### config.mk
export PLATFORM = sky130hd
export DESIGN_NAME = melody_sequencer
export DESIGN_NICKNAME = d
export VERILOG_FILES = /design/src/rtl/melody_pkg.sv /design/src/rtl/melody_sequencer_tempo_tick.sv /design/src/rtl/melody_sequencer.sv
export SDC_FILE = /design/constraint.sdc
export NUM_CORES = 1
export LEC_CHECK = 0
export CORE_ASPECT_RATIO = 2
export CORE_MARGIN = 8
export CORE_UTILIZATION = 25
export CTS_CLUSTER_DIAMETER = 200
export DETAILED_ROUTE_END_ITERATION = 8
export DONT_BUFFER_PORTS = 1
export SLEW_MARGIN = 20
export SYNTH_ARGS = -nofsm -noshare
export SYNTH_HDL_FRONTEND = slang
export SYNTH_SLANG_ARGS = --single-unit
### constraint.sdc
create_clock -name CLOCK -period 2.45 [get_ports CLOCK]
set_input_delay 0.49 -clock CLOCK [delete_from_list [all_inputs] [get_ports CLOCK]]
set_output_delay 0.49 -clock CLOCK [all_outputs]
set_load 0.1 [all_outputs]
### src/rtl/melody_pkg.sv
// Shared definitions for the melody sequencer: FSM state codes, note codes,
// ROM entry layout and the built-in song contents.
package melody_pkg;

  localparam int unsigned NOTE_W  = 4;
  localparam int unsigned DUR_W   = 6;
  localparam int unsigned ENTRY_W = NOTE_W + DUR_W;

  typedef logic [1:0] state_t;

  localparam state_t ST_IDLE = 2'd0;
  localparam state_t ST_LOAD = 2'd1;
  localparam state_t ST_PLAY = 2'd2;
  localparam state_t ST_GAP  = 2'd3;

  localparam logic [NOTE_W-1:0] NOTE_REST = 4'd0;
  localparam logic [NOTE_W-1:0] NOTE_C    = 4'd1;
  localparam logic [NOTE_W-1:0] NOTE_CS   = 4'd2;
  localparam logic [NOTE_W-1:0] NOTE_D    = 4'd3;
  localparam logic [NOTE_W-1:0] NOTE_DS   = 4'd4;
  localparam logic [NOTE_W-1:0] NOTE_E    = 4'd5;
  localparam logic [NOTE_W-1:0] NOTE_F    = 4'd6;
  localparam logic [NOTE_W-1:0] NOTE_FS   = 4'd7;
  localparam logic [NOTE_W-1:0] NOTE_G    = 4'd8;
  localparam logic [NOTE_W-1:0] NOTE_GS   = 4'd9;
  localparam logic [NOTE_W-1:0] NOTE_A    = 4'd10;
  localparam logic [NOTE_W-1:0] NOTE_AS   = 4'd11;
  localparam logic [NOTE_W-1:0] NOTE_B    = 4'd12;

  // Song ROM contents: {note, duration}; a zero duration marks the end.
  function automatic logic [ENTRY_W-1:0] song_entry(input int unsigned idx);
    case (idx)
      0:       return {NOTE_C,    6'd5};
      1:       return {NOTE_REST, 6'd3};
      2:       return {NOTE_E,    6'd2};
      default: return '0;
    endcase
  endfunction

endpackage

### src/rtl/melody_sequencer_tempo_tick.sv
// Tempo divider: emits a one-cycle tick every DIV enabled clock cycles.
// A synchronous clear restarts the count so the first tick lands DIV cycles
// after the clear is released.
module tempo_tick #(
  parameter int unsigned DIV = 10
) (
  input  logic clk,
  input  logic reset_n,
  input  logic clear,
  input  logic en,
  output logic tick
);

  localparam int unsigned CW = (DIV > 1) ? $clog2(DIV) : 1;
  localparam logic [CW-1:0] LAST = CW'(DIV - 1);

  logic [CW-1:0] count;

  // Free-running modulo-DIV counter while enabled.
  always_ff @(posedge clk) begin
    if (!reset_n || clear) begin
      count <= '0;
    end else if (en) begin
      count <= (count == LAST) ? '0 : count + 1'b1;
    end
  end

  assign tick = en && (count == LAST);

endmodule

### src/rtl/melody_sequencer.sv
// Melody sequencer: steps through the song ROM, holding each note for its
// duration in tempo ticks followed by a silent articulation gap, and drives
// note_code/note_on of the downstream tone generator.
// Optional feature macro: MELODY_LOOP_EN (honour the loop input).
module melody_sequencer
  import melody_pkg::*;
#(
  parameter int unsigned CLK_HZ    = 100_000_000,
  parameter int unsigned TICK_HZ   = 100,
  parameter int unsigned SONG_LEN  = 16,
  parameter int unsigned GAP_TICKS = 2
) (
  input  logic                        CLOCK,
  input  logic                        reset_n,
  input  logic                        start,
  input  logic                        stop,
  input  logic                        loop,
  output logic [3:0]                  note_code,
  output logic                        note_on,
  output logic [$clog2(SONG_LEN)-1:0] step_idx,
  output logic                        busy,
  output logic                        done
);

  localparam int unsigned DIV   = CLK_HZ / TICK_HZ;
  localparam int unsigned IDX_W = $clog2(SONG_LEN);
  localparam logic [DUR_W-1:0] GAP_D = DUR_W'(GAP_TICKS);

  state_t             state;
  state_t             state_next;
  logic [ENTRY_W-1:0] rom_q;
  logic [ENTRY_W-1:0] next_entry;
  logic [NOTE_W-1:0]  entry_note;
  logic [DUR_W-1:0]   entry_dur;
  logic [DUR_W-1:0]   ticks_left;
  logic [DUR_W-1:0]   left_next;
  logic [IDX_W-1:0]   idx_next;
  logic [3:0]         code_next;
  logic               on_next;
  logic               done_next;
  logic               tick;
  logic               tick_clear;
  logic               tick_en;
  logic               loop_eff;

`ifdef MELODY_LOOP_EN
  assign loop_eff = loop;
`else
  assign loop_eff = loop & 1'b0;
`endif

  assign entry_note = rom_q[ENTRY_W-1 -: NOTE_W];
  assign entry_dur  = rom_q[DUR_W-1:0];

  // The ROM is addressed by the next index so the entry is ready in LOAD.
  assign next_entry = song_entry(32'(idx_next));

  assign tick_en    = (state == ST_PLAY) || (state == ST_GAP);
  assign tick_clear = !tick_en;

  tempo_tick #(
    .DIV(DIV)
  ) u_tick (
    .clk    (CLOCK),
    .reset_n(reset_n),
    .clear  (tick_clear),
    .en     (tick_en),
    .tick   (tick)
  );

  // Next-state, next-index, duration count and next output values.
  always_comb begin
    state_next = state;
    idx_next   = step_idx;
    left_next  = ticks_left;
    code_next  = note_code;
    on_next    = note_on;
    case (state)
      ST_IDLE: begin
        if (start && !stop) begin
          state_next = ST_LOAD;
          idx_next   = '0;
        end
      end
      ST_LOAD: begin
        if (stop) begin
          state_next = ST_IDLE;
        end else if (entry_dur == '0) begin
          if (loop_eff) begin
            idx_next = '0;
          end else begin
            state_next = ST_IDLE;
          end
        end else if (entry_dur > GAP_D) begin
          state_next = ST_PLAY;
          left_next  = entry_dur - GAP_D;
          code_next  = entry_note;
          on_next    = (entry_note != NOTE_REST);
        end else begin
          // Too short to sound: the whole duration is spent silent.
          state_next = ST_GAP;
          left_next  = entry_dur;
          code_next  = entry_note;
          on_next    = 1'b0;
        end
      end
      ST_PLAY: begin
        if (stop) begin
          state_next = ST_IDLE;
        end else if (tick) begin
          if (ticks_left == 6'd1) begin
            on_next = 1'b0;
            if (GAP_TICKS == 0) begin
              state_next = ST_LOAD;
              idx_next   = step_idx + 1'b1;
            end else begin
              state_next = ST_GAP;
              left_next  = GAP_D;
            end
          end else begin
            left_next = ticks_left - 1'b1;
          end
        end
      end
      default: begin
        if (stop) begin
          state_next = ST_IDLE;
        end else if (tick) begin
          if (ticks_left == 6'd1) begin
            state_next = ST_LOAD;
            idx_next   = step_idx + 1'b1;
          end else begin
            left_next = ticks_left - 1'b1;
          end
        end
      end
    endcase
    if (state_next == ST_IDLE) begin
      code_next = NOTE_REST;
      on_next   = 1'b0;
    end
    // done is registered, so it is raised on the edge entering the LOAD cycle
    // that will see the end marker.
    done_next = (state_next == ST_LOAD) && (next_entry[DUR_W-1:0] == '0) && !loop_eff;
  end

  // State, ROM read register and registered outputs.
  always_ff @(posedge CLOCK) begin
    if (!reset_n) begin
      state      <= ST_IDLE;
      step_idx   <= '0;
      ticks_left <= '0;
      rom_q      <= '0;
      note_code  <= NOTE_REST;
      note_on    <= 1'b0;
      busy       <= 1'b0;
      done       <= 1'b0;
    end else begin
      state      <= state_next;
      step_idx   <= idx_next;
      ticks_left <= left_next;
      rom_q      <= next_entry;
      note_code  <= code_next;
      note_on    <= on_next;
      busy       <= (state_next != ST_IDLE);
      done       <= done_next;
    end
  end

endmodule

==> qor.yml <==
drt:
  drc_errors: 0
  first_iter_violations: 63
  vias: 1850
  wl_um: 5270
  routedWlPerCell_um: 14.1
  drtAntennaViolNets: 0
  firstDrtPassIters: 4
  viasPerCell: 4.95
setup_path:
  crit_type: "reg -> reg"
  crit_chain: "ha_1, nor4bb_1, and4_1, and2_2, mux2i_1, nand2_1, a311oi_1"
  crit_buf_inv: 0
  crit_cells: 7
  cp.required_ps: 2640
  worstPathArrival_ps: 2390
  ff2ff_path_depth: 7
  crit_path_max_incr_delay_ps: 410
  critPathTopFamily: "simple AND/OR/NAND/NOR gates"
  slowest_stage: "dfxtp_1"
  cp-start-kind: "flop"
  critPathCaptureType: "flop"
  crit_fanout: 8
layout:
  area_growth_pct: 16.0
  drive_gt1_frac: 0.131
  final_util: 0.297
  fin_nets: 286
  layout_commonest_cell: "dfxtp_1"
  most-common-layout-cells: "dfxtp_1 (41), nor2_1 (38), nand2_1 (19)"
  diodes: 0
  fin_cells: 374
timing:
  hold_viol: 0
  worstMarginPinSlew_ps: 506
  finalMaxSlewViolations: 0
  max_freq_mhz: 455
  min_period_over_period: 0.897
  rsz0062_at_grt: "false"
  setup_viol: 0
  fin_skew_ps: 7.01
  min_period_ps: 2200
  setup_tns_ps: 0
  relSlewSlack: 0.662
min_path:
  hold_path_class: "in -> reg"
  min_path_cells: 1
yosys:
  syn-cell-area_sq_mm: 0.00222
  ys_seq_elements: 42
  synth_ff_type: "dfxtp_1"
  synthCells: 259
  synth_warnings: 0
  synthArstFlopShare: 0
  synth_edf_count: 0
  seq_area_frac_synth: 0.379
  avgSynthCellArea_sq_um: 8.57
  synth.distinct_cells: 56
die:
  initial_core_util: 0.257
  io_pins: 16
  die_x_um: 82.6
  die_y_um: 149
  die_area_sq_mm: 0.0123
  num_rows: 48
  core-area_sq_mm: 0.00865
global_routing:
  grt_usage: 0.0924
  grt_max_degree: 21
  grt_pass1_vias: 1889
  grt_pass1_wl_um: 8770
  antenna_found_initial: 0
  grt_remaining_overflow: 0
clock_tree:
  cts_tree: "done"
  cts_buffer_depth: 2
  cts_buffers: 5
  cts.sinks: 42
  clock_latency_ps: 290
  clock_tree.root_cell: "clkbuf_16"
  h-tree-depth: 2
  clk_pin_slew_ps: 60
  hold_buffers: 0
status:
  outcome: "finished clean"
run:
  cap_violations: 0
placement:
  dp.cells: 366
  gp_congestion: 0.822
  port_buffers: 0
  dp_hpwl_um: 4090
power_and_ir_drop:
  p_total_w: 0.00158
  p_per_area_mw_per_mm2: 615
  ir_drop_uv: 507
  p_leak_nw: 0.919
==> layout make-up <==
type	count	area, sq um
Timing Repair Buffer	16	120
Tap cell	100	125
Inverter	9	33.8
Multi-Input combinational cell	199	1290
Fill cell	930	6080
Clock buffer	5	125
Sequential cell	42	842
Clock inverter	3	40.0
==> synthesized netlist by cell type, types with 2 or more instances <==
| cell type | number | area, sq um |
|---|---|---|
| o21ai_1 | 3 | 15.0 |
| a31oi_1 | 4 | 25.0 |
| and2_1 | 7 | 43.8 |
| and3_1 | 3 | 18.8 |
| a211oi_1 | 2 | 15.0 |
| a21oi_1 | 12 | 60.1 |
| and4_1 | 4 | 35.0 |
| mux2i_1 | 5 | 50.1 |
| nor2b_1 | 2 | 12.5 |
| nor3b_1 | 3 | 22.5 |
| nor3_1 | 8 | 40.0 |
| nand2b_1 | 3 | 18.8 |
| nor2_1 | 38 | 143 |
| nand4b_1 | 2 | 17.5 |
| a311oi_1 | 3 | 26.3 |
| nand2_1 | 19 | 71.3 |
| inv_1 | 9 | 33.8 |
| xor2_1 | 9 | 78.8 |
| nand3_1 | 6 | 30.0 |
| nand4_1 | 5 | 31.3 |
| buf_4 | 2 | 15.0 |
| buf_6 | 2 | 22.5 |
| nand3b_1 | 2 | 15.0 |
| xnor2_1 | 9 | 78.8 |
| o21ai_0 | 6 | 30.0 |
| and2_2 | 2 | 15.0 |
| dfxtp_1 | 42 | 841 |
| clkbuf_1 | 5 | 18.8 |
| or3_1 | 3 | 18.8 |
| o211ai_1 | 4 | 30.0 |
| ha_1 | 8 | 100 |
| o21a_1 | 2 | 15.0 |
| a211o_1 | 2 | 17.5 |
==> layer usage <==
metal	share of wire	track usage
met1	0.35	0.0800
met2	0.56	0.169
met3	0.035	0.0217
met4	0.058	0.0730
met5	0	0
==> sequential cells by signal, summed over array words and instances, names as in the netlist <==
| register | cells |
|---|---|
| note_on | 1 |
| busy | 1 |
| rom_q | 5 |
| state | 2 |
| step_idx | 4 |
| note_code | 2 |
| u_tick.count | 20 |
| done | 1 |
| ticks_left | 6 |
==> cell families after synthesis <==
kind of cell | Yosys count | share of synthesized area
AO/OA/AOI/OAI | 48 | 0.146
XOR/XNOR | 18 | 0.0711
adder cells (fa/ha/maj) | 8 | 0.0451
buffers and inverters | 19 | 0.0429
flip-flops | 42 | 0.379
multiplexers | 7 | 0.0344
other | 1 | 0.00169
AND/OR/NAND/NOR | 116 | 0.280
==> what timing repair did <==
action / in CTS / in global routing
resized for setup: 0 / 1
setup buffers: 0 / 0
endpoints found under the hold margin: 0 / 0
endpoints found under the setup margin: 0 / 2
==> worst paths after layout <==
check	start	endpoint	slack [ps]
hold reg to reg	u_tick.count[0]$_SDFFE_PP0N_	u_tick.count[0]$_SDFFE_PP0N_	440
setup / recovery	state[0]$_SDFF_PN0_	done$_SDFF_PN0_	250
setup reg to reg	state[0]$_SDFF_PN0_	done$_SDFF_PN0_	250
hold / removal	reset_n	state[1]$_SDFF_PN0_	320
==> metrics by stage <==
step / instance area, sq um / worst slack, ps / hold WS (ps)
after floorplan: 2220 / 241 / 413
after global placement: 2410 / 188 / 423
after detailed placement: 2410 / 152 / 432
after CTS: 2570 / 128 / 319
after global routing: 2570 / 20.3 / 318
final: 2570 / 251 / 319
==> report_power, final <==
group / internal [W] / switching, W / total [W]
Clock: 0.000477 / 0.000269 / 0.000746
Combinational: 0.0000440 / 0.0000859 / 0.000130
Sequential: 0.000694 / 0.0000125 / 0.000707
Total: 0.00122 / 0.000368 / 0.00158
==> worst reg2reg max path: stages, from the launching register on <==
cell	delay [ps]
dfxtp_1	410
ha_1	200
nor4bb_1	260
and4_1	300
and2_2	290
mux2i_1	280
nand2_1	70
a311oi_1	290
Note: power is estimated with default switching activity, not from simulation.
